### src/rtl/simd_sub_serial.sv
// Bit-serial SIMD subtractor: a 16-bit a-b processed one 4-bit slice per cycle,
// with lanes of 4, 8 or 16 bits, signed/unsigned overflow and optional saturation.
module simd_sub_serial (
    input  logic        clk,
    input  logic        reset,
    input  logic        in_valid,
    output logic        in_ready,
    input  logic [15:0] a,
    input  logic [15:0] b,
    input  logic [1:0]  width,
    input  logic        signed_mode,
    input  logic        saturate,
    output logic        out_valid,
    input  logic        out_ready,
    output logic [15:0] result,
    output logic [3:0]  borrow_out,
    output logic [3:0]  overflow,
    output logic [3:0]  sat_hit
);

    typedef enum logic [1:0] {IDLE, RUN, FIX, DONE} state_t;

    state_t      state_q, state_d;
    logic [15:0] a_q, a_d, b_q, b_d;
    logic [1:0]  width_q, width_d;
    logic        signed_q, signed_d;
    logic        sat_q, sat_d;
    logic [1:0]  cnt_q, cnt_d;
    logic        bin_q, bin_d;
    logic [15:0] result_q, result_d;
    logic [3:0]  borrow_q, borrow_d;
    logic [3:0]  ovf_q, ovf_d;
    logic [3:0]  sathit_q, sathit_d;

    // Index of the MSB slice of the lane that contains slice k
    function automatic logic [1:0] lane_msb(input logic [1:0] w, input logic [1:0] k);
        case (w)
            2'b00:   lane_msb = k;
            2'b01:   lane_msb = {k[1], 1'b1};
            default: lane_msb = 2'b11;
        endcase
    endfunction

    function automatic logic is_lsb(input logic [1:0] w, input logic [1:0] k);
        case (w)
            2'b00:   is_lsb = 1'b1;
            2'b01:   is_lsb = ~k[0];
            default: is_lsb = (k == 2'b00);
        endcase
    endfunction

    logic [3:0] a_s, b_s, clamp;
    logic [4:0] sub;
    logic       bin;
    logic [1:0] m, kk;

    always_comb begin
        state_d  = state_q;
        a_d      = a_q;
        b_d      = b_q;
        width_d  = width_q;
        signed_d = signed_q;
        sat_d    = sat_q;
        cnt_d    = cnt_q;
        bin_d    = bin_q;
        result_d = result_q;
        borrow_d = borrow_q;
        ovf_d    = ovf_q;
        sathit_d = sathit_q;
        a_s      = a_q[{cnt_q, 2'b00} +: 4];
        b_s      = b_q[{cnt_q, 2'b00} +: 4];
        bin      = is_lsb(width_q, cnt_q) ? 1'b0 : bin_q;
        sub      = {1'b0, a_s} - {1'b0, b_s} - {4'b0000, bin};
        clamp    = 4'h0;
        m        = 2'b00;
        kk       = 2'b00;

        case (state_q)
            IDLE: begin
                if (in_valid) begin
                    a_d      = a;
                    b_d      = b;
                    width_d  = width;
                    signed_d = signed_mode;
                    sat_d    = saturate;
                    cnt_d    = 2'b00;
                    bin_d    = 1'b0;
                    borrow_d = 4'h0;
                    ovf_d    = 4'h0;
                    sathit_d = 4'h0;
                    state_d  = RUN;
                end
            end
            RUN: begin
                result_d[{cnt_q, 2'b00} +: 4] = sub[3:0];
                borrow_d[cnt_q] = sub[4];
                bin_d           = sub[4];
                if (lane_msb(width_q, cnt_q) == cnt_q)
                    ovf_d[cnt_q] = signed_q ? ((a_s[3] != b_s[3]) && (sub[3] != a_s[3])) : sub[4];
                else
                    ovf_d[cnt_q] = 1'b0;
                cnt_d = cnt_q + 2'd1;
                if (cnt_q == 2'b11)
                    state_d = FIX;
            end
            FIX: begin
                // Every slice of an overflowed lane is rewritten; only the MSB slice differs in sign pattern
                sathit_d = 4'h0;
                for (int k = 0; k < 4; k++) begin
                    kk = 2'(k);
                    m  = lane_msb(width_q, kk);
                    if (sat_q && ovf_q[m]) begin
                        if (!signed_q)
                            clamp = 4'h0;
                        else if (a_q[{m, 2'b11}])
                            clamp = (m == kk) ? 4'h8 : 4'h0;
                        else
                            clamp = (m == kk) ? 4'h7 : 4'hF;
                        result_d[k*4 +: 4] = clamp;
                        sathit_d[m] = 1'b1;
                    end
                end
                state_d = DONE;
            end
            DONE: begin
                if (out_ready)
                    state_d = IDLE;
            end
            default: state_d = IDLE;
        endcase
    end

    always_ff @(posedge clk) begin
        if (reset) begin
            state_q  <= IDLE;
            a_q      <= '0;
            b_q      <= '0;
            width_q  <= '0;
            signed_q <= 1'b0;
            sat_q    <= 1'b0;
            cnt_q    <= '0;
            bin_q    <= 1'b0;
            result_q <= '0;
            borrow_q <= '0;
            ovf_q    <= '0;
            sathit_q <= '0;
        end else begin
            state_q  <= state_d;
            a_q      <= a_d;
            b_q      <= b_d;
            width_q  <= width_d;
            signed_q <= signed_d;
            sat_q    <= sat_d;
            cnt_q    <= cnt_d;
            bin_q    <= bin_d;
            result_q <= result_d;
            borrow_q <= borrow_d;
            ovf_q    <= ovf_d;
            sathit_q <= sathit_d;
        end
    end

    assign in_ready   = (state_q == IDLE);
    assign out_valid  = (state_q == DONE);
    assign result     = result_q;
    assign borrow_out = borrow_q;
    assign overflow   = ovf_q;
    assign sat_hit    = sathit_q;

endmodule

### config.mk
export PLATFORM = sky130hd
export DESIGN_NAME = simd_sub_serial
export DESIGN_NICKNAME = d
export VERILOG_FILES = /design/src/rtl/simd_sub_serial.sv
export SDC_FILE = /design/constraint.sdc
export NUM_CORES = 1
export LEC_CHECK = 0
export CORE_MARGIN = 4
export CORE_UTILIZATION = 46
export CTS_CLUSTER_DIAMETER = 60
export CTS_CLUSTER_SIZE = 14
export DETAILED_ROUTE_END_ITERATION = 7
export PLACE_DENSITY_LB_ADDON = 0.1
export SYNTH_ARGS = -nofsm -noshare
export SYNTH_HDL_FRONTEND = slang
export SYNTH_SLANG_ARGS = --single-unit
### constraint.sdc
create_clock -name clk -period 3.3 [get_ports clk]
set_input_delay 0.495 -clock clk [delete_from_list [all_inputs] [get_ports clk]]
set_output_delay 0.495 -clock clk [all_outputs]
set_load 0.02 [all_outputs]
==> flow_summary.toml <==
[global_route]
grt_util_met1 = 0.263
grt.busiest_layer = "met2"
met2_usage = 0.320
grt_pass1_wl_um = 14000
grt_max_degree = 49
first_global_vias = 2945
grt_overflow = 0
grtUsageMet3 = 0.0351
antenna_found_initial = 0
grt_util_all_layers = 0.199

[sta]
tns_ps = 0
fmax_mhz = 328
finalHoldWorstSlack_ps = 455
period_needed_ps = 3050
fin_skew_ps = 3.35
rsz0062_at_grt = "false"
drv_slew = 0
worstMarginPinSlew_ps = 1230
setup_violations = 0
period_share = 0.924
hold_viol = 0
relSlewSlack = 0.171

[critical_path]
crit_required_ps = 3480
r2r_start = "cnt_q[0]"
rr_endpoint = "overflow[2]"
critPathCaptureType = "flip-flop"
critPathSlowestCell = "mux4_2"
rrSetupSlack_ps = 250
crit_path_frequent_cell = "fa_1"
r2r_cells = 8
crit_type = "reg2reg"
cp_max_fo = 7
start_kind = "flip-flop"
cp_slowest_stage_delay_ps = 540
worstPathArrival_ps = 3230
worstPathCellList = "mux4_2 > fa_1 > fa_1 > a21boi_0 > or3_1 > a21oi_1 > a211oi_2 > a221oi_1"

[placed_design]
gp_congestion = 0.903
port_buffers = 69
post-dp-hpwl_um = 6490
dpl-instance-area_um2 = 4240
dp.cells = 567

[worst_hold_path]
hold-path-cell-count = 2
min_from = "a_q[1]"
hold_end = "a_q[1]"
hold_class = "reg2reg"

[floorplan]
num_rows = 31
die_h_um = 94.5
dieWidth_um = 94.5
core_area_um2 = 7250
io_pins = 70
start_util = 0.474
dieArea_um2 = 8930

[detailed_routing]
dr.pass1.iters = 4
detail-route-antenna-nets = 0
drt_iter0_markers = 154
wire_per_inst_um = 14.8
drc = 0
vias_per_cell = 5.50
routed_wl_um = 8630
vias = 3196

[clock_network]
path_clk_slew_ps = 70
post_cts_buffers = 0
cts_made_buffers = 9
clk_latency_ps = 340
ctsRootBufferMaster = "clkbuf_8"
cts.path.max_buffers = 2
cts_tree = "yes"
clkSinkCount = 69
htree_levels = 3

[yosys]
synth_seq_cells = 69
syn_nets = 464
yosysWarnings = 0
synth_ff_type = "dfxtp_1"
synth_top_area_frac = 0.401
synth_cell_types = 44
synth_edf_count = 0
syn_area_per_cell_um2 = 8.39
ys_async_sr_fraction = 0
synthesis.area_um2 = 3440
synth_area_leader_cell = "dfxtp_1"
yosys-top-cells-area = "dfxtp_1 40%, nand2_1 9.5%, a21oi_1 6.8%, ha_1 4.4%, mux4_2 3.9%"
seq_area_frac_synth = 0.401
synthCells = 410

[final_layout]
synthToLayoutAreaGrowth_pct = 28.2
final_util = 0.608
fin_nets = 533
drive_above_1_share = 0.0934
final_cell_area_um2 = 4410
antenna_cells = 0
instances_no_fill = 581

[power_and_ir_drop]
ir_drop_mv = 0.300
leakage_nw = 1.69
cellPowerDensity_nw_per_um2 = 709

[run]
maxCapViolCount = 0

[outcome]
status = "finished clean"
[per-stage QoR]
| step | worst slack (ps) | power (mW) |
|---|---|---|
| after floorplan | 85.2 | 2.07 |
| after global placement | 253 | 2.50 |
| after detailed placement | 169 | 2.53 |
| after CTS | 149 | 3.14 |
| after global routing | 84.8 | 3.34 |
| final | 251 | 3.13 |
[how the worst max path moves through the flow]
stage,startpoint,to,cells past startpoint
global placement,cnt_q[0],overflow[1],8
floorplan,cnt_q[0],overflow[2],10
finish,cnt_q[0],overflow[2],8
CTS,cnt_q[0],overflow[2],8
global route,cnt_q[0],overflow[2],8
detailed placement,cnt_q[0],overflow[2],8
[final cells by class]
class                   count  area, um^2
fillers                   710        2840
multi-input cells         300        1890
flip-flops and latches     69        1380
repair buffers             81         776
clock buffers              12         155
well taps                  99         124
inverters                  18        67.6
clock inverters             2        10.0
[cells in the final DEF, fill, tap and decap left out, drive strengths merged, types with 4 or more instances in the layout]
master	count
nand2	87
dfxtp	69
clkdlybuf4s50	68
a21oi	49
nor2	26
o21ai	22
inv	17
nor2b	13
buf	13
ha	12
clkbuf	12
mux4	8
nand4	7
mux2i	7
o221a	6
a31oi	5
a21o	5
a32oi	4
nand2b	4
o211a	4
a211oi	4
[Yosys cell counts, types with 4 or more instances]
cell and n:
a21o_1 5, a21oi_1 47, a31oi_1 5, a32oi_1 4, clkbuf_1 19, dfxtp_1 69, ha_1 12, inv_1 17
mux2i_1 7, mux4_2 6, nand2_1 87, nand2b_1 4, nand4_1 7, nor2_1 26, nor2b_1 13, o211a_1 4
o21ai_0 22, o221a_2 6
[sequential cells by signal, indices dropped and copies added (netlist names)]
register,count
a_q,16
b_q,16
bin_q,1
borrow_out,4
cnt_q,2
overflow,4
result,16
sat_hit,4
sat_q,1
signed_q,1
state_q,2
width_q,2
[where the power goes]
part	total [mW]	internal (mW)	switching [mW]
Sequential	1.08	0.972	0.105
Clock	0.608	0.303	0.305
Combinational	1.44	0.589	0.855
[what timing repair did]
item	in CTS	in global routing
endpoints found under the setup margin	0	2
resized for setup	0	2
hold buffers	0	0
[metal layers]
metal  vias to the layer above  routed length (um)
li1                       1583                   -
met1                      1507                3850
met2                        87                4080
met3                        19                 476
met4                         0                 218
met5                         -                   0
[logic make-up (layout without fill, tap and decap cells)]
logic type	count (synthesis)	after routing	synth area share
AND/OR/NAND/NOR	152	152	0.195
AO/OA/AOI/OAI	115	115	0.216
flip-flops	69	69	0.401
buffers and inverters	41	113	0.0480
multiplexers	15	15	0.0749
adder cells (fa/ha/maj)	14	14	0.0553
XOR/XNOR	4	4	0.0102
[worst max-delay path: cells and delay by family (launching register included)]
kind                     cells  cell delay, ps
flip-flops                   1             430
multiplexers                 1             540
AND/OR/NAND/NOR              1             170
adder cells (fa/ha/maj)      2             940
AO/OA/AOI/OAI                4             810
(Power assumes the default switching activity.)
